--- config.mk ---
export PLATFORM = sky130hd
export DESIGN_NAME = load_store_unit
export DESIGN_NICKNAME = d
export VERILOG_FILES = /design/src/rtl/load_store_unit.sv
export SDC_FILE = /design/constraint.sdc
export NUM_CORES = 1
export LEC_CHECK = 0
export ABC_AREA = 1
export ABC_CLOCK_PERIOD_IN_PS = 4400
export BUFFER_PORTS_ARGS = -buffer_cell sky130_fd_sc_hd__buf_4
export CORE_AREA = 4 4 118 120
export DETAILED_ROUTE_END_ITERATION = 7
export DIE_AREA = 0 0 122 124
export GPL_ROUTABILITY_DRIVEN = 0
export PLACE_DENSITY = 0.84
export REMOVE_ABC_BUFFERS = 1
export SYNTH_ARGS = -nofsm -noshare
export SYNTH_HDL_FRONTEND = slang
export SYNTH_SLANG_ARGS = --single-unit
--- constraint.sdc ---
create_clock -name clk_i -period 4.4 [get_ports clk_i]
set_clock_uncertainty 0.1 [all_clocks]
set_input_delay 0.44 -clock clk_i [delete_from_list [all_inputs] [get_ports clk_i]]
set_output_delay 0.44 -clock clk_i [all_outputs]
set_load 0.03 [all_outputs]
--- src/rtl/load_store_unit.sv ---
// rtl/load_store_unit.sv - memory-access stage: dmem request/grant/response bus, load alignment, writeback pulse
//
// Purpose:
//   Uses the execute-stage ALU result as the effective address. Issues byte, half
//   or word accesses on a request/grant/response data bus, then aligns and
//   sign/zero-extends load data. Non-memory instructions pass straight through.
//   Each instruction produces exactly one single-cycle writeback record.
//
// Optional feature:
//   LSU_TIMEOUT_EN - bus watchdog. If REQ or WAIT lasts TIMEOUT_CYCLES cycles,
//                    the access is abandoned and reported with exception cause 11.
//
// Ports:
//   clk_i, rst_i              clock; asynchronous active-high reset
//   valid_i / ready_o         instruction handshake from execute (ready_o=1 only in IDLE)
//   is_load_i, is_store_i     memory op kind
//   funct3_i                  access width/signedness (000 B, 001 H, 010 W, 100 BU, 101 HU)
//   alu_result_i              effective address, or result for non-memory ops
//   store_data_i, rd_i        rs2 value and destination register
//   dmem_req_o .. dmem_be_o   bus request: word address, lane-replicated data, byte enables
//   dmem_gnt_i, dmem_rvalid_i, dmem_rdata_i   bus grant and read response
//   wb_valid_o .. wb_data_o   writeback pulse to the register file
//   exc_o, exc_cause_o        exception pulse (01 load misaligned, 10 store misaligned, 11 timeout)

module load_store_unit #(
    parameter int XLEN           = 32,
    parameter int TIMEOUT_CYCLES = 255
) (
    input  logic            clk_i,
    input  logic            rst_i,
    input  logic            valid_i,
    output logic            ready_o,
    input  logic            is_load_i,
    input  logic            is_store_i,
    input  logic [2:0]      funct3_i,
    input  logic [XLEN-1:0] alu_result_i,
    input  logic [XLEN-1:0] store_data_i,
    input  logic [4:0]      rd_i,
    output logic            dmem_req_o,
    output logic            dmem_we_o,
    output logic [XLEN-1:0] dmem_addr_o,
    output logic [XLEN-1:0] dmem_wdata_o,
    output logic [3:0]      dmem_be_o,
    input  logic            dmem_gnt_i,
    input  logic            dmem_rvalid_i,
    input  logic [XLEN-1:0] dmem_rdata_i,
    output logic            wb_valid_o,
    output logic            wb_we_o,
    output logic [4:0]      wb_rd_o,
    output logic [XLEN-1:0] wb_data_o,
    output logic            exc_o,
    output logic [1:0]      exc_cause_o
);

    if (XLEN != 32 || TIMEOUT_CYCLES < 1) begin : g_param_check
        $error("load_store_unit: XLEN must be 32 and TIMEOUT_CYCLES at least 1");
    end

    typedef enum logic [1:0] {
        ST_IDLE = 2'd0,
        ST_REQ  = 2'd1,
        ST_WAIT = 2'd2
    } state_t;

    state_t            r_state;
    logic              r_req;
    logic              r_we;
    logic [XLEN-1:0]   r_addr;
    logic [XLEN-1:0]   r_wdata;
    logic [3:0]        r_be;
    logic [2:0]        r_funct3;
    logic [4:0]        r_rd;

    logic              r_wb_valid;
    logic              r_wb_we;
    logic [4:0]        r_wb_rd;
    logic [XLEN-1:0]   r_wb_data;
    logic              r_exc;
    logic [1:0]        r_cause;

    // Accept-time decode. funct3[1] selects word (so 011/110/111 behave as W),
    // otherwise funct3[0] selects half; funct3[2] marks unsigned loads.
    logic              w_is_word;
    logic              w_is_half;
    logic              w_misaligned;
    logic [3:0]        w_be;
    logic [XLEN-1:0]   w_wdata;

    always_comb begin
        w_is_word    = funct3_i[1];
        w_is_half    = !funct3_i[1] && funct3_i[0];
        w_misaligned = 1'b0;
        w_be         = 4'b0001 << alu_result_i[1:0];
        w_wdata      = {4{store_data_i[7:0]}};
        if (w_is_word) begin
            w_misaligned = (alu_result_i[1:0] != 2'b00);
            w_be         = 4'b1111;
            w_wdata      = store_data_i;
        end else if (w_is_half) begin
            w_misaligned = alu_result_i[0];
            w_be         = 4'b0011 << {alu_result_i[1], 1'b0};
            w_wdata      = {2{store_data_i[15:0]}};
        end
    end

    // Load extraction from the latched address lane and width.
    logic [7:0]        w_ld_byte;
    logic [15:0]       w_ld_half;
    logic [XLEN-1:0]   w_load_data;

    always_comb begin
        case (r_addr[1:0])
            2'd0:    w_ld_byte = dmem_rdata_i[7:0];
            2'd1:    w_ld_byte = dmem_rdata_i[15:8];
            2'd2:    w_ld_byte = dmem_rdata_i[23:16];
            default: w_ld_byte = dmem_rdata_i[31:24];
        endcase
        w_ld_half = r_addr[1] ? dmem_rdata_i[31:16] : dmem_rdata_i[15:0];
        if (r_funct3[1]) begin
            w_load_data = dmem_rdata_i;
        end else if (r_funct3[0]) begin
            w_load_data = {{16{!r_funct3[2] && w_ld_half[15]}}, w_ld_half};
        end else begin
            w_load_data = {{24{!r_funct3[2] && w_ld_byte[7]}}, w_ld_byte};
        end
    end

    logic w_timeout;

`ifdef LSU_TIMEOUT_EN
    localparam int CNT_W = $clog2(TIMEOUT_CYCLES + 1);
    logic [CNT_W-1:0] r_cnt;

    assign w_timeout = (r_state != ST_IDLE) && (r_cnt == CNT_W'(TIMEOUT_CYCLES));

    // Held at zero in IDLE so the first REQ cycle counts from 0; cleared again
    // on the grant that moves REQ into WAIT.
    always_ff @(posedge clk_i or posedge rst_i) begin
        if (rst_i) begin
            r_cnt <= '0;
        end else if (r_state == ST_IDLE || (r_state == ST_REQ && dmem_gnt_i)) begin
            r_cnt <= '0;
        end else if (!w_timeout) begin
            r_cnt <= r_cnt + 1'b1;
        end
    end
`else
    assign w_timeout = 1'b0;
`endif

    always_ff @(posedge clk_i or posedge rst_i) begin
        if (rst_i) begin
            r_state    <= ST_IDLE;
            r_req      <= 1'b0;
            r_we       <= 1'b0;
            r_addr     <= '0;
            r_wdata    <= '0;
            r_be       <= 4'b0000;
            r_funct3   <= 3'b000;
            r_rd       <= 5'd0;
            r_wb_valid <= 1'b0;
            r_wb_we    <= 1'b0;
            r_wb_rd    <= 5'd0;
            r_wb_data  <= '0;
            r_exc      <= 1'b0;
            r_cause    <= 2'b00;
        end else begin
            // Writeback fields are pulses: zero unless set below this cycle.
            r_wb_valid <= 1'b0;
            r_wb_we    <= 1'b0;
            r_wb_rd    <= 5'd0;
            r_wb_data  <= '0;
            r_exc      <= 1'b0;
            r_cause    <= 2'b00;
            case (r_state)
                ST_IDLE: begin
                    if (valid_i) begin
                        if (!is_load_i && !is_store_i) begin
                            r_wb_valid <= 1'b1;
                            r_wb_we    <= (rd_i != 5'd0);
                            r_wb_rd    <= rd_i;
                            r_wb_data  <= alu_result_i;
                        end else if (w_misaligned) begin
                            r_wb_valid <= 1'b1;
                            r_wb_rd    <= rd_i;
                            r_wb_data  <= alu_result_i;
                            r_exc      <= 1'b1;
                            r_cause    <= is_load_i ? 2'b01 : 2'b10;
                        end else begin
                            r_addr   <= alu_result_i;
                            r_we     <= is_store_i;
                            r_wdata  <= w_wdata;
                            r_be     <= w_be;
                            r_funct3 <= funct3_i;
                            r_rd     <= rd_i;
                            r_req    <= 1'b1;
                            r_state  <= ST_REQ;
                        end
                    end
                end
                ST_REQ: begin
                    if (dmem_gnt_i) begin
                        r_req <= 1'b0;
                        if (r_we) begin
                            r_wb_valid <= 1'b1;
                            r_wb_rd    <= r_rd;
                            r_state    <= ST_IDLE;
                        end else begin
                            r_state <= ST_WAIT;
                        end
                    end else if (w_timeout) begin
                        r_req      <= 1'b0;
                        r_wb_valid <= 1'b1;
                        r_wb_rd    <= r_rd;
                        r_wb_data  <= r_addr;
                        r_exc      <= 1'b1;
                        r_cause    <= 2'b11;
                        r_state    <= ST_IDLE;
                    end
                end
                ST_WAIT: begin
                    if (dmem_rvalid_i) begin
                        r_wb_valid <= 1'b1;
                        r_wb_we    <= (r_rd != 5'd0);
                        r_wb_rd    <= r_rd;
                        r_wb_data  <= w_load_data;
                        r_state    <= ST_IDLE;
                    end else if (w_timeout) begin
                        r_wb_valid <= 1'b1;
                        r_wb_rd    <= r_rd;
                        r_wb_data  <= r_addr;
                        r_exc      <= 1'b1;
                        r_cause    <= 2'b11;
                        r_state    <= ST_IDLE;
                    end
                end
                default: begin
                    r_req   <= 1'b0;
                    r_state <= ST_IDLE;
                end
            endcase
        end
    end

    assign ready_o = (r_state == ST_IDLE);

    // Bus fields are only meaningful while requesting; keep them quiet otherwise.
    assign dmem_req_o   = r_req;
    assign dmem_we_o    = r_req && r_we;
    assign dmem_addr_o  = r_req ? {r_addr[XLEN-1:2], 2'b00} : '0;
    assign dmem_wdata_o = r_req ? r_wdata : '0;
    assign dmem_be_o    = r_req ? r_be : 4'b0000;

    assign wb_valid_o  = r_wb_valid;
    assign wb_we_o     = r_wb_we;
    assign wb_rd_o     = r_wb_rd;
    assign wb_data_o   = r_wb_data;
    assign exc_o       = r_exc;
    assign exc_cause_o = r_cause;

endmodule

======== Word-level counts from Yosys, hierarchy flattened ========
Index checks and enable logic that the tools add are counted.
word-level totals
  register bits ........................... 122
  word-level logic and storage cells ...... 101
  bits in writable memories ............... 0
  bits of input ports ..................... 111
  memories ................................ 0
  bits in latches ......................... 0
  ROM bits ................................ 0
cells by class
  reduce and logical (&&, ||, !) cells .... 17
  bitwise operators ....................... 3
  mux-type cells .......................... 56
  shift operators ......................... 2
  eq/ne operators ......................... 9
  divide/modulo/power cells ............... 0
  $lt $le $gt $ge ......................... 0
  $mul .................................... 0
  add/subtract/negate cells ............... 0
operator list
  operator             number
  $mux 32              10
  $pmux 32 s2          1
  $mux 5               6
  $pmux 8 s3           1
  $mux 2               11
  $mux 1               18
  $mux 16              1
  $pmux 5 s3           1
  $mux 4               3
  $ne 2x2->1 const B   5
  $reduce_and 5->1     2
  $reduce_bool 5->1    2
  $pmux 1 s3           2
  $pmux 2 s3           1
  $logic_and 1x1->1    5
  $eq 2x1->1 const B   2
  $eq 2x2->1 const B   2
  $logic_not 1->1      4
  $logic_not 2->1      2
  $reduce_and 4->1     1
  $shl 1x2->4 const A  1
  $shl 2x2->4 const A  1
  $not 1->1            3
  $pmux 1 s2           1
  $reduce_bool 2->1    1

======== Longest topological paths before layout ========
  word-level depth ........................ 8
  mapped depth ............................ 11
  gate-level depth less buffers ........... 9

======== Worst setup path after synthesis ========
No wires, ideal clock.
  kind .................................... flip-flop to output port
  start ................................... reg r_req (netlist: dmem_req_o)
  end ..................................... out dmem_be_o[0]
  buffers on the path ..................... 3
  arrival time ............................ 1.422 ns
  stages on the path, launching flop included .. 6
  setup slack ............................. 2.438 ns
  cell sequence ........................... dfrtp_1 -> clkbuf_1 -> buf_2 -> buf_1 -> nand2_1 -> inv_1
on the way
  longest elaborated chain between the ends .. 1
ends and longest elaborated chain
  item                    line  RTL
  start, declared         66    logic r_req;
  start signal, assigned  154   r_req <= 1'b0;
  start signal, assigned  196   r_req <= 1'b1;
  start signal, assigned  203   r_req <= 1'b0;
  $mux 4                  252   assign dmem_be_o = r_req ? r_be : 4'b0000;
  end, declared           43    output logic [3:0] dmem_be_o,
No other way between the ends.

======== Worst setup path in the final report ========
  start ................................... reg r_funct3[1]
  end ..................................... reg r_wb_data[19] (netlist: wb_data_o[19])
on the way
  longest elaborated chain between the ends .. 3
ends and longest elaborated chain
  item                    line  RTL
  start, declared         71    logic [2:0] r_funct3;
  start signal, assigned  194   r_funct3 <= funct3_i;
  $mux 32                 119   if (r_funct3[1]) begin
  $mux 32                 222   if (dmem_rvalid_i) begin
  $pmux 32 s2             175   case (r_state)
  end signal, assigned    182   r_wb_data <= alu_result_i;
  end signal, assigned    226   r_wb_data <= w_load_data;
  end signal, assigned    231   r_wb_data <= r_addr;
  end, declared           77    logic [XLEN-1:0] r_wb_data;
No other way between the ends.
A chain may end at the register's enable or synchronous reset.

==> results.toml <==
[outcome]
outcome = "complete, no violations"

[clocking]
cts_htree_levels = 4
clk_latency_ns = 0.42
cts_tree = "built"
holdBufCountCts = 1
clk_transition_reported_paths_ns = 0.05
cts_buffers = 17
cts_buffer_depth = 2
ctsRootBufferMaster = "clkbuf_16"
cts_setup_buffers = 0
clkSinkCount = 122
cts_resized = 0

[detailed_routing]
wire_per_inst_um = 15.1
vias = 6413
drtAntennaViolNets = 0
dr.first_iter.drc_count = 623
avgViaCountPerCell = 5.03
drt_pass1_iterations = 5
drcViolationCount = 0
routed_wirelength_mm = 19.3

[sta]
finalMaxSlewViolations = 0
setup_viol = 0
tns_ns = 0
post-route-period-util_pct = 59.5
max_freq_ghz = 0.382
finalHoldWorstSlack_ns = 0.102
relSlewSlack_pct = 29.4
min_period_ns = 2.62
hold_viol_final = 0
tightest_slew_ns = 1.06
setup_ws_ns = 1.78
rsz0062_at_grt = "false"

[power_and_ir_drop]
net-switching-power_mw = 1.92
swShare_pct = 39.1
p_per_area_nw_per_um2 = 565
pwr-share-comb_pct = 37.2
internal_power_mw = 2.99
peakVddDrop_mv = 0.367
cellLeakagePower_nw = 5.27
sequentialPowerShare_pct = 34.1
fin_total_pwr_mw = 4.91
p_clk_share_pct = 28.8

[global_routing]
overflow = 0
grt_pass1_wl_mm = 29.7
first_global_vias = 6055
grt_usage_pct = 25.3
antenna_found_initial = 0
grt_max_degree = 54

[worst_setup_path]
cp_slowest_cell = "dfrtp_1"
worstPathRequired_ns = 4.65
critPathMaxStageDelay_ns = 1.03
crit_type = "reg -> reg"
startpoint_type = "flop"
crit_arrival_ns = 2.87
cp_max_fo = 32
crit_path_end_kind = "flop"
cp_cell_sequence = "clkinv_1 -> nand2_4 -> nand2_1 -> nand2_1"
cpMostUsedCell = "nand2_1"

[floorplanning]
ioPinCount = 224
initial_core_util_pct = 50.0
core_area_um2 = 13000
dieArea_um2 = 15100
die_w_um = 122
die_h_um = 124
row_count = 42

[placement]
port_buffers = 221
post-place-ws_ns = 1.88
dpl.hpwl_mm = 13.6

[cells_and_area]
nets = 1199
drive_gt1_share_pct = 25.8
diodes = 0
syn_to_final_growth_pct = 33.9
fillers = 1136

[logic_synthesis]
synthMuxAreaShare_pct = 0
synth_xor_area_share_pct = 0
synth_edf_count = 0
yosysWarnings = 0
yosysTopAreaCellShare_pct = 47.1
async_flop_share_pct = 100
syn_area_um2 = 6480
synthCells = 888
synth-seq-cells = 122
ys_seq_area_share_pct = 47.1
ys.flop_type = "dfrtp_1"
synthTopCellsByArea = "dfrtp_1, nand2_1, inv_1"
synth_top_family_by_area = "simple AND/OR/NAND/NOR gates"
synth_commonest_cells = "nand2_1, inv_1, dfrtp_1"
yosysMostFrequentCell = "nand2_1"
synth_compound_area_share_pct = 11.7
synth_area_leader_cell = "dfrtp_1"
syn_area_per_cell_um2 = 7.30
yosys.area_share.simple_pct = 28.5
synthAdderAreaFrac_pct = 0
synthDistinctLibCells = 35

[worst_hold_path]
hold_class = "in -> reg"

[flow_run]
drv_cap = 0
[through the flow]
stage / std cells / area [um2] / utilization (%)
after global routing: 1276 / 8680 / 66.9
after floorplan: 843 / 6160 / -
after global placement: 1244 / 8080 / 62.2
after detailed placement: 1244 / 8080 / 62.2
after CTS: 1276 / 8680 / 66.9
final: 1276 / 8680 / 66.9
[cells in the final DEF (no fill, tap or decap)]
cell type      synthesis  layout
a21oi_1               46      46
a31oi_1                3       3
a32o_1                 1       1
buf_4                  4     225
bufinv_16              0       3
clkbuf_1              16       3
clkbuf_16              0      17
clkbuf_8               0       3
clkinv_1               1       1
clkinv_2               0       4
clkinvlp_4             0       1
conb_1                 1       2
dfrtp_1              122     121
dfrtp_2                0       1
dlygate4sd3_1          0       1
inv_1                126     125
inv_2                  3       3
inv_4                  1       2
nand2_1              403     403
nand2_2                5       5
nand2_4                3       3
nand3_1               24      24
nand3_2                2       2
nand3b_1               1       1
nand4_1                1       1
nor2_1                12      12
nor2_2                 2       2
nor2_4                 4       4
nor3_1                 2       2
nor4_1                 1       1
o211ai_1              16      16
o211ai_2               7       7
o21ai_0               38      38
o21ai_1                9       9
o21ai_2                2       2
o21bai_1               1       1
o22ai_1                5       5
[per-layer routing]
layer	global-route usage (%)	share of wire, %	vias up
met5	0	0	-
met4	9.59	1.9	0
met3	7.67	10	32
met2	42.3	48	297
met1	31.0	40	2971
li1	-	-	3113
[worst max-delay path, delay by kind of cell, from the launching register on]
| family | cells | cell delay [ns] |
|---|---|---|
| buf+inv | 1 | 0.82 |
| simple gates | 3 | 0.60 |
| flops | 1 | 1.03 |
[registers in the layout (all words and copies together) (netlist names)]
register,cells
exc_cause_o,2
wb_data_o,32
wb_valid_o,1
wb_rd_o,5
dmem_req_o,1
wb_we_o,1
r_state,2
r_be,4
r_funct3,3
r_rd,5
r_wdata,32
r_we,1
exc_o,1
r_addr,32
[cell families (layout without fill, tap and decap cells)]
logic type | after synthesis | in the layout
AND/OR/NAND/NOR | 460 | 460
buffers and inverters | 177 | 388
AO/OA/AOI/OAI | 128 | 128
flip-flops | 122 | 122
other | 1 | 2
[power by group through the flow]
stage	clock, mW	combinational [mW]	sequential, mW
5_1_grt	1.48	2.00	1.71
3_5_place_dp	0	1.83	1.67
4_1_cts	1.42	1.83	1.67
3_3_place_gp	0	1.79	1.67
6_report	1.41	1.82	1.67
2_1_floorplan	0	1.08	1.72
[final cells by class]
type                            instances  area (um2)  area share (%)
Sequential cell                       122        3050            35.2
Multi-Input combinational cell        590        2620            30.1
Timing Repair Buffer                  226        1700            19.6
Inverter                              131         497            5.72
Clock buffer                           23         478            5.51
Tap cell                              176         220            2.54
Clock inverter                          8         118            1.35
[worst paths after layout]
kind	from	end	slack [ns]	cells past startpoint
worst max-delay path	r_funct3[1]	wb_data_o[19]	1.78	4
worst min-delay path	is_load_i	exc_cause_o[1]	0.10	2
worst max register to register	r_funct3[1]	wb_data_o[19]	1.78	4
worst min register to register	r_addr[18]	r_addr[18]	0.38	2
max in group asynchronous	rst_i	r_addr[31]	2.73	4
min in group asynchronous	rst_i	wb_rd_o[3]	0.51	3
(Power assumes the default switching activity.)
